File: config.mk
export PLATFORM = sky130hd
export DESIGN_NAME = ps2_digit_entry
export DESIGN_NICKNAME = d
export VERILOG_FILES = /design/src/rtl/ps2_digit_entry.sv
export SDC_FILE = /design/constraint.sdc
export NUM_CORES = 1
export LEC_CHECK = 0
export CORE_UTILIZATION = 28
export CTS_CLUSTER_DIAMETER = 120
export DETAILED_ROUTE_END_ITERATION = 10
export GPL_TIMING_DRIVEN = 1
export PLACE_DENSITY = 0.51
export RECOVER_POWER = 50
export SLEW_MARGIN = 20
export SYNTH_ARGS = -nofsm -noshare
export SYNTH_HDL_FRONTEND = slang
export SYNTH_SLANG_ARGS = --single-unit
File: constraint.sdc
create_clock -name clk -period 3.3 [get_ports clk]
set_clock_uncertainty 0.05 [all_clocks]
set_input_delay 0.66 -clock clk [delete_from_list [all_inputs] [get_ports clk]]
set_output_delay 0.66 -clock clk [all_outputs]
set_load 0.01 [all_outputs]
File: src/rtl/ps2_digit_entry.sv
// PS/2 set-2 digit entry buffer with backspace/clear and a muxed 7-seg scan.
// Ports: clk, rst_n, code_valid/code in; change, digit_out, count, seg, an out.
module ps2_digit_entry #(
  parameter int NUM_DIGITS     = 4,
  parameter int REFRESH_CYCLES = 100000
) (
  input  logic                            clk,
  input  logic                            rst_n,
  input  logic                            code_valid,
  input  logic [7:0]                      code,
  output logic                            change,
  output logic [3:0]                      digit_out,
  output logic [$clog2(NUM_DIGITS+1)-1:0] count,
  output logic [6:0]                      seg,
  output logic [NUM_DIGITS-1:0]           an
);

  localparam int CW = $clog2(NUM_DIGITS + 1);
  localparam int SW = (NUM_DIGITS > 1) ? $clog2(NUM_DIGITS) : 1;
  localparam int RW = $clog2(REFRESH_CYCLES);

  typedef enum logic [1:0] {
    S_IDLE,
    S_BREAK,
    S_EXT,
    S_EXT_BREAK
  } state_t;

  state_t          r_state;
  logic [3:0]      r_buf [NUM_DIGITS];
  logic [CW-1:0]   r_cnt;
  logic [3:0]      r_dout;
  logic            r_change;
  logic [RW-1:0]   r_ref;
  logic [SW-1:0]   r_scan;
  logic [6:0]      r_seg;
  logic [NUM_DIGITS-1:0] r_an;

  logic            w_is_dig;
  logic [3:0]      w_dig;
  logic            w_lit;
  logic [3:0]      w_cur;
  logic [6:0]      w_pat;

  always_comb begin
    w_is_dig = 1'b1;
    w_dig    = 4'd0;
    case (code)
      8'h45:   w_dig = 4'd0;
      8'h16:   w_dig = 4'd1;
      8'h1E:   w_dig = 4'd2;
      8'h26:   w_dig = 4'd3;
      8'h25:   w_dig = 4'd4;
      8'h2E:   w_dig = 4'd5;
      8'h36:   w_dig = 4'd6;
      8'h3D:   w_dig = 4'd7;
      8'h3E:   w_dig = 4'd8;
      8'h46:   w_dig = 4'd9;
      default: w_is_dig = 1'b0;
    endcase
  end

  always_ff @(posedge clk or negedge rst_n) begin
    if (!rst_n) begin
      r_state  <= S_IDLE;
      r_cnt    <= '0;
      r_dout   <= 4'd0;
      r_change <= 1'b0;
      for (int i = 0; i < NUM_DIGITS; i++)
        r_buf[i] <= 4'd0;
    end else begin
      r_change <= 1'b0;
      if (code_valid) begin
        case (r_state)
          S_IDLE: begin
            if (code == 8'hF0) begin
              r_state <= S_BREAK;
            end else if (code == 8'hE0) begin
              r_state <= S_EXT;
            end else if (w_is_dig) begin
              // oldest digit falls off the top when full
              for (int i = NUM_DIGITS - 1; i > 0; i--)
                r_buf[i] <= r_buf[i-1];
              r_buf[0] <= w_dig;
              r_dout   <= w_dig;
              r_change <= 1'b1;
              if (r_cnt != CW'(NUM_DIGITS))
                r_cnt <= r_cnt + 1'b1;
            end else if (code == 8'h66) begin
              if (r_cnt != '0) begin
                for (int i = 0; i < NUM_DIGITS - 1; i++)
                  r_buf[i] <= r_buf[i+1];
                r_buf[NUM_DIGITS-1] <= 4'd0;
                r_cnt <= r_cnt - 1'b1;
              end
            end else if (code == 8'h76) begin
              for (int i = 0; i < NUM_DIGITS; i++)
                r_buf[i] <= 4'd0;
              r_cnt <= '0;
            end
          end
          S_BREAK:     r_state <= S_IDLE;
          S_EXT: begin
            if (code == 8'hF0)
              r_state <= S_EXT_BREAK;
            else
              r_state <= S_IDLE;
          end
          S_EXT_BREAK: r_state <= S_IDLE;
          default:     r_state <= S_IDLE;
        endcase
      end
    end
  end

  assign w_lit = (32'(r_scan) < 32'(r_cnt));
  assign w_cur = r_buf[r_scan];

  always_comb begin
    w_pat = 7'h7F;
    case (w_cur)
      4'd0:    w_pat = 7'h40;
      4'd1:    w_pat = 7'h79;
      4'd2:    w_pat = 7'h24;
      4'd3:    w_pat = 7'h30;
      4'd4:    w_pat = 7'h19;
      4'd5:    w_pat = 7'h12;
      4'd6:    w_pat = 7'h02;
      4'd7:    w_pat = 7'h78;
      4'd8:    w_pat = 7'h00;
      4'd9:    w_pat = 7'h10;
      default: w_pat = 7'h7F;
    endcase
  end

  always_ff @(posedge clk or negedge rst_n) begin
    if (!rst_n) begin
      r_ref  <= '0;
      r_scan <= '0;
      r_seg  <= 7'h7F;
      r_an   <= '1;
    end else begin
      if (r_ref == RW'(REFRESH_CYCLES - 1)) begin
        r_ref <= '0;
        if (r_scan == SW'(NUM_DIGITS - 1))
          r_scan <= '0;
        else
          r_scan <= r_scan + 1'b1;
      end else begin
        r_ref <= r_ref + 1'b1;
      end
      // positions beyond the entered count stay dark
      if (w_lit) begin
        r_an  <= ~(NUM_DIGITS'(1) << r_scan);
        r_seg <= w_pat;
      end else begin
        r_an  <= '1;
        r_seg <= 7'h7F;
      end
    end
  end

  assign change    = r_change;
  assign digit_out = r_dout;
  assign count     = r_cnt;
  assign seg       = r_seg;
  assign an        = r_an;

endmodule
Word-level counts from Yosys, hierarchy flattened
Memory sizes are Yosys's and may differ from the RTL's.
Cells that the tools add are included.
{"block": "op_classes", "n_reduce_logical": 9, "eq_ne": 23, "n_bitwise": 4, "n_shift": 1, "magnitude_cmp": 2, "n_mux": 27, "n_addsub": 4}
{"operator": "two-way mux 16 bit", "n": 4}
{"operator": "== test 8 x 6 -> 1 bit (second input constant)", "n": 6}
{"operator": "case mux 4 bit (9 select lines)", "n": 1}
{"operator": "== test 8 x 7 -> 1 bit (second input constant)", "n": 4}
{"operator": "adder 17 x 1 -> 17 bit (second input constant)", "n": 1}
{"operator": "== test 17 bit (second input constant)", "n": 1}
{"operator": "two-way mux 17 bit", "n": 1}
{"operator": "== test 8 x 5 -> 1 bit (second input constant)", "n": 2}
{"operator": "== test 8 bit (second input constant)", "n": 2}
{"operator": "two-way mux 3 bit", "n": 5}
{"operator": "two-way mux 4 bit", "n": 3}
{"operator": "OR reduction 10 bit", "n": 1}
{"operator": "binary-select mux 4 bit (select 2 bit)", "n": 1}
{"operator": "two-way mux 2 bit", "n": 4}
{"operator": "two-way mux 7 bit", "n": 1}
{"operator": "AND reduction 7 bit", "n": 1}
{"operator": "== test 2 bit (second input constant)", "n": 3}
{"operator": "two-way mux 1 bit", "n": 6}
{"operator": "inequality test 3 bit (second input constant)", "n": 2}
{"operator": "case mux 2 bit (3 select lines)", "n": 1}
{"operator": "AND reduction 6 bit", "n": 1}
{"operator": "nonzero test 3 bit", "n": 2}
{"operator": "AND reduction 5 bit", "n": 1}
{"operator": "NOT 4 bit", "n": 1}
{"operator": "14 further kinds", "n": 15}
{"block": "word_totals", "memories": 1, "out_inout_bits": 19, "rom_bits": 112, "elab_cells": 83, "inputBits": 11, "ff_bits": 56}
{"name": "(name not given)", "words": 16, "width": 7, "rd": 1, "rd_ports_with_merged_regs": 0, "write_ports": 0, "line_no": "121", "rtl": "case (w_cur)"}

Longest topological paths before layout
{"block": "logic_depth", "depth_word": 8, "depth_mapped": 9, "depth_no_buf": 6}

Least setup slack after synthesis
OpenSTA, ideal clock, no wires.
{"block": "synth_timing", "path_type": "input to register", "start": "input code[5]", "end": "register r_cnt[0] (netlist: count[0])", "cell_stages": 8, "required_time_ps": 3171, "setup_slack_ps": 935, "arrival_time_ps": 2235, "setup_ps": 79, "path_buffers": 2, "cell_sequence": "buf_6 -> and4bb_1 -> nand3_2 -> or3b_1 -> clkbuf_2 -> a311o_4 -> a31oi_4 -> mux2i_1"}
{"block": "synth_between", "elab_chain_len": 5}
{"element": "start: declaration", "line_no": "10", "rtl": "input logic [7:0] code,"}
{"element": "== test 8 x 7 -> 1 bit (tied with other cells)", "line_no": "48", "rtl": "case (code)"}
{"element": "OR reduction 10 bit (no line)"}
{"element": "two-way mux 1 bit", "line_no": "48"}
{"element": "inequality test 3 x 2 -> 1 bit (no line) (tied with other cells)"}
{"element": "AND reduction 7 bit (no line)"}
{"element": "end signal: assignment", "line_no": "88", "rtl": "r_cnt <= r_cnt + 1'b1;"}
{"element": "end signal: assignment", "line_no": "94", "rtl": "r_cnt <= r_cnt - 1'b1;"}
{"element": "end: declaration", "line_no": "31", "rtl": "logic [CW-1:0] r_cnt;"}
Several ways; a longest one is shown, not always the timed one.
A chain may end at the register's enable or synchronous reset.

Worst setup path after layout
{"block": "layout_timing", "start": "input code[5]", "end": "register r_buf[15] (netlist bit)"}
{"block": "layout_between", "elab_chain_len": 5}
{"element": "== test 8 x 7 -> 1 bit (tied with other cells)", "line_no": "48"}
{"element": "OR reduction 10 bit (no line)"}
{"element": "two-way mux 1 bit", "line_no": "48"}
{"element": "inequality test 3 x 2 -> 1 bit (no line) / nonzero test 3 bit (equally long branches)"}
{"element": "AND reduction 6 bit (no line)"}
{"element": "end signal: indexed assignment", "line_no": "83", "rtl": "r_buf[i] <= r_buf[i-1];"}
{"element": "end signal: indexed assignment", "line_no": "92", "rtl": "r_buf[i] <= r_buf[i+1];"}
{"element": "end: declaration", "line_no": "30", "rtl": "logic [3:0] r_buf [NUM_DIGITS];"}
Several ways; a longest one is shown, not always the timed one.

==> flow_summary.toml <==
[clock_network]
clock_path_buffers = 2
clkSinkCount = 56
holdBufCountCts = 0
htree_num_levels = 2
clock_latency_on_the_worst_skew_pair_ps = 310
numCtsBuffers = 5
root_driver = "clkbuf_8"
cts-resized-gates = 0
cts_tree = "yes"
cts_setup_buffers = 0
clk_pin_slew_worst_paths_ps = 100

[synthesis]
yosysTopAreaCell = "dfrtp_1"
synth.area.top_cells = "dfrtp_1 37%, dfstp_2 9.6%, ha_1 5.8%, nand2_1 5.1%, xnor2_1 3.2%"
netlist_instances = 292
yosysSeqAreaShare_pct = 47.0
postSynthRegisterBits = 56
commonest_cells_post_synth = "45 x dfrtp_1, 41 x nand2_1, 20 x nor2_1"
synth-edff-count = 0
mappedNetlistNets = 317
count_of_cell_types_in_the_netlist = 57
synthesis.area_um2 = 3010
yosys_top_cell_area_share_pct = 37.4
avg_synthesized_cell_area_um2 = 10.3
yosys_warnings = 0
yosysMostFrequentCell = "dfrtp_1"
synth_top_flop_cell = "dfrtp_1"
synth-async-reset-ratio_pct = 100

[pwr]
irDropWorstVdd_mv = 0.247
finalPower_mw = 1.61
cellLeakagePower_nw = 1.42
power_per_cell_area_nw_per_um2 = 456

[setup_path]
kind_of_start_point_of_the_critical_path = "input port"
crit_buf_inv = 1
cpMaxStageDelayCell = "a311oi_2"
r2r_setup_slack_ps = 1230
worst_stage_delay_on_the_critical_path_ps = 590
critPathArrivalTime_ps = 2930
worstPathRequired_ps = 3490
crit_fanout = 9
cp_top_family = "simple AND/OR/NAND/NOR gates"
cp_cell_sequence = "clkdlybuf4s50_1, and4bb_1, nand3_2, or3b_1, a311oi_2, nor2_1, a31oi_1"
critPathKind = "in -> reg"
end_kind = "flop"

[routing]
drc = 0
first_pass_iters = 4
drt_iter0_markers = 83
ant_nets = 0
avgRoutedWirePerCell_um = 12.9
totalWireLength_um = 5930
via_per_inst = 4.76
vias = 2188

[floorplan]
die_y_um = 106
core_um2 = 10400
floorplan.initialDensity_pct = 29.0
chipWidth_um = 106
rows = 37
num_io_pins = 30
fp.dieArea_um2 = 11200

[grt]
antenna_found_initial = 0
via_count_of_the_first_global_routing_pass = 2126
grt.overflow.total = 0
grt_pass1_wl_um = 10400
grt_max_degree = 57
groute.usage.overall_pct = 11.6

[timing]
final.min_clock_period_ps = 2740
grt_setup_unrepaired = "no"
final_hold_viol_count = 0
max-slew-margin-rel_pct = 7.71
report.final.setup_viol = 0
layout_worst_path_cycle_share_pct = 83.0
timing.final.max_slew_violations = 0
max_freq_mhz = 365
worst_pin_slew_ps = 1380
fin_setup_tns_ps = 0

[outcome]
run_status = "finished clean"

[layout]
final_layout_size_suffix_gt1_share_pct = 13.6
antenna-diode-count = 0
post_layout_nonfiller_instances = 460
area.growth.synth_to_final_pct = 17.7
layout.nets = 348
final_core_util_pct = 34.2
nFillCells = 1066

[job]
timing.max_cap.violations = 0

[worst_hold_path]
worstHoldPathType = "reg -> reg"

[placement]
io_buffer_count = 29
dp_hpwl_um = 4200
dp.cells = 452
gp_congestion = 0.845
cell type report:
type / instances / area (um2) / share of cell area [%]
timing repair buffer: 35 / 340 / 9.61
clock buffer: 6 / 72.6 / 2.05
multi-input combinational: 214 / 1490 / 42.1
sequential: 56 / 1420 / 40.0
inverter: 11 / 41.3 / 1.17
tap: 136 / 170 / 4.80
clock inverter: 2 / 11.3 / 0.318
flip-flops by register name, summed over array words and instances, names as in the netlist:
signal     cells
r_state        2
seg            7
r_scan         2
r_buf         16
an             4
count          3
digit_out      4
r_ref         17
change         1
where the power goes:
| part | switching (mW) | internal (mW) |
|---|---|---|
| Clock | 0.223 | 0.148 |
| Sequential | 0.0343 | 0.790 |
| Combinational | 0.207 | 0.211 |
metrics by stage:
| stage | area, um2 | hold slack, ps | setup slack (ps) |
|---|---|---|---|
| finish | 3540 | 426 | 561 |
| global route | 3540 | 460 | 299 |
| CTS | 3540 | 435 | 534 |
| detailed placement | 3460 | 415 | 172 |
| global placement | 3460 | 410 | 249 |
| floorplan | 3010 | 314 | 935 |
final timing paths:
| kind | from | endpoint | cells past startpoint |
|---|---|---|---|
| max in group asynchronous | rst_n | r_scan[1]$_DFFE_PN0N_ | 2 |
| min in group asynchronous | rst_n | r_ref[4]$_DFF_PN0_ | 2 |
| max reg2reg | r_scan[1]$_DFFE_PN0N_ | seg[5]$_DFF_PN1_ | 3 |
| min | r_ref[4]$_DFF_PN0_ | r_ref[4]$_DFF_PN0_ | 1 |
| max | code[5] | r_buf[15]$_DFFE_PN0P_ | 7 |
| min reg2reg | r_ref[4]$_DFF_PN0_ | r_ref[4]$_DFF_PN0_ | 1 |
metal layers:
| layer | GRT usage (%) | share of wire, % | up-vias |
|---|---|---|---|
| li1 | - | - | 1092 |
| met1 | 15.7 | 50 | 1040 |
| met2 | 18.3 | 45 | 51 |
| met3 | 2.16 | 4.3 | 5 |
| met4 | 4.46 | 1.3 | 0 |
| met5 | 0 | 0 | - |
cells by family (layout without fill, tap and decap cells):
logic type / Yosys count / in the layout / synth area share (%)
adder cells (fa/ha/maj): 14 / 14 / 5.82
buffers and inverters: 22 / 54 / 3.45
XOR/XNOR: 17 / 17 / 4.95
AO/OA/AOI/OAI: 65 / 65 / 14.9
multiplexers: 11 / 11 / 5.49
AND/OR/NAND/NOR: 107 / 107 / 18.4
flip-flops: 56 / 56 / 47.0
cell usage in the layout, fill, tap and decap left out, drive strengths merged, types with 5 or more instances in the layout:
| master | netlist | routed |
|---|---|---|
| nand4 | 6 | 6 |
| xnor2 | 11 | 11 |
| clkdlybuf4s50 | 0 | 27 |
| dfstp | 11 | 11 |
| clkbuf | 5 | 7 |
| dfrtp | 45 | 45 |
| a22oi | 8 | 8 |
| nor2 | 20 | 20 |
| a21oi | 10 | 10 |
| inv | 11 | 11 |
| ha | 14 | 14 |
| xor2 | 6 | 6 |
| o21ai | 24 | 24 |
| nand3 | 13 | 13 |
| buf | 6 | 6 |
| o211ai | 5 | 5 |
| nand2 | 41 | 41 |
Note: power is estimated with default switching activity, not from simulation.
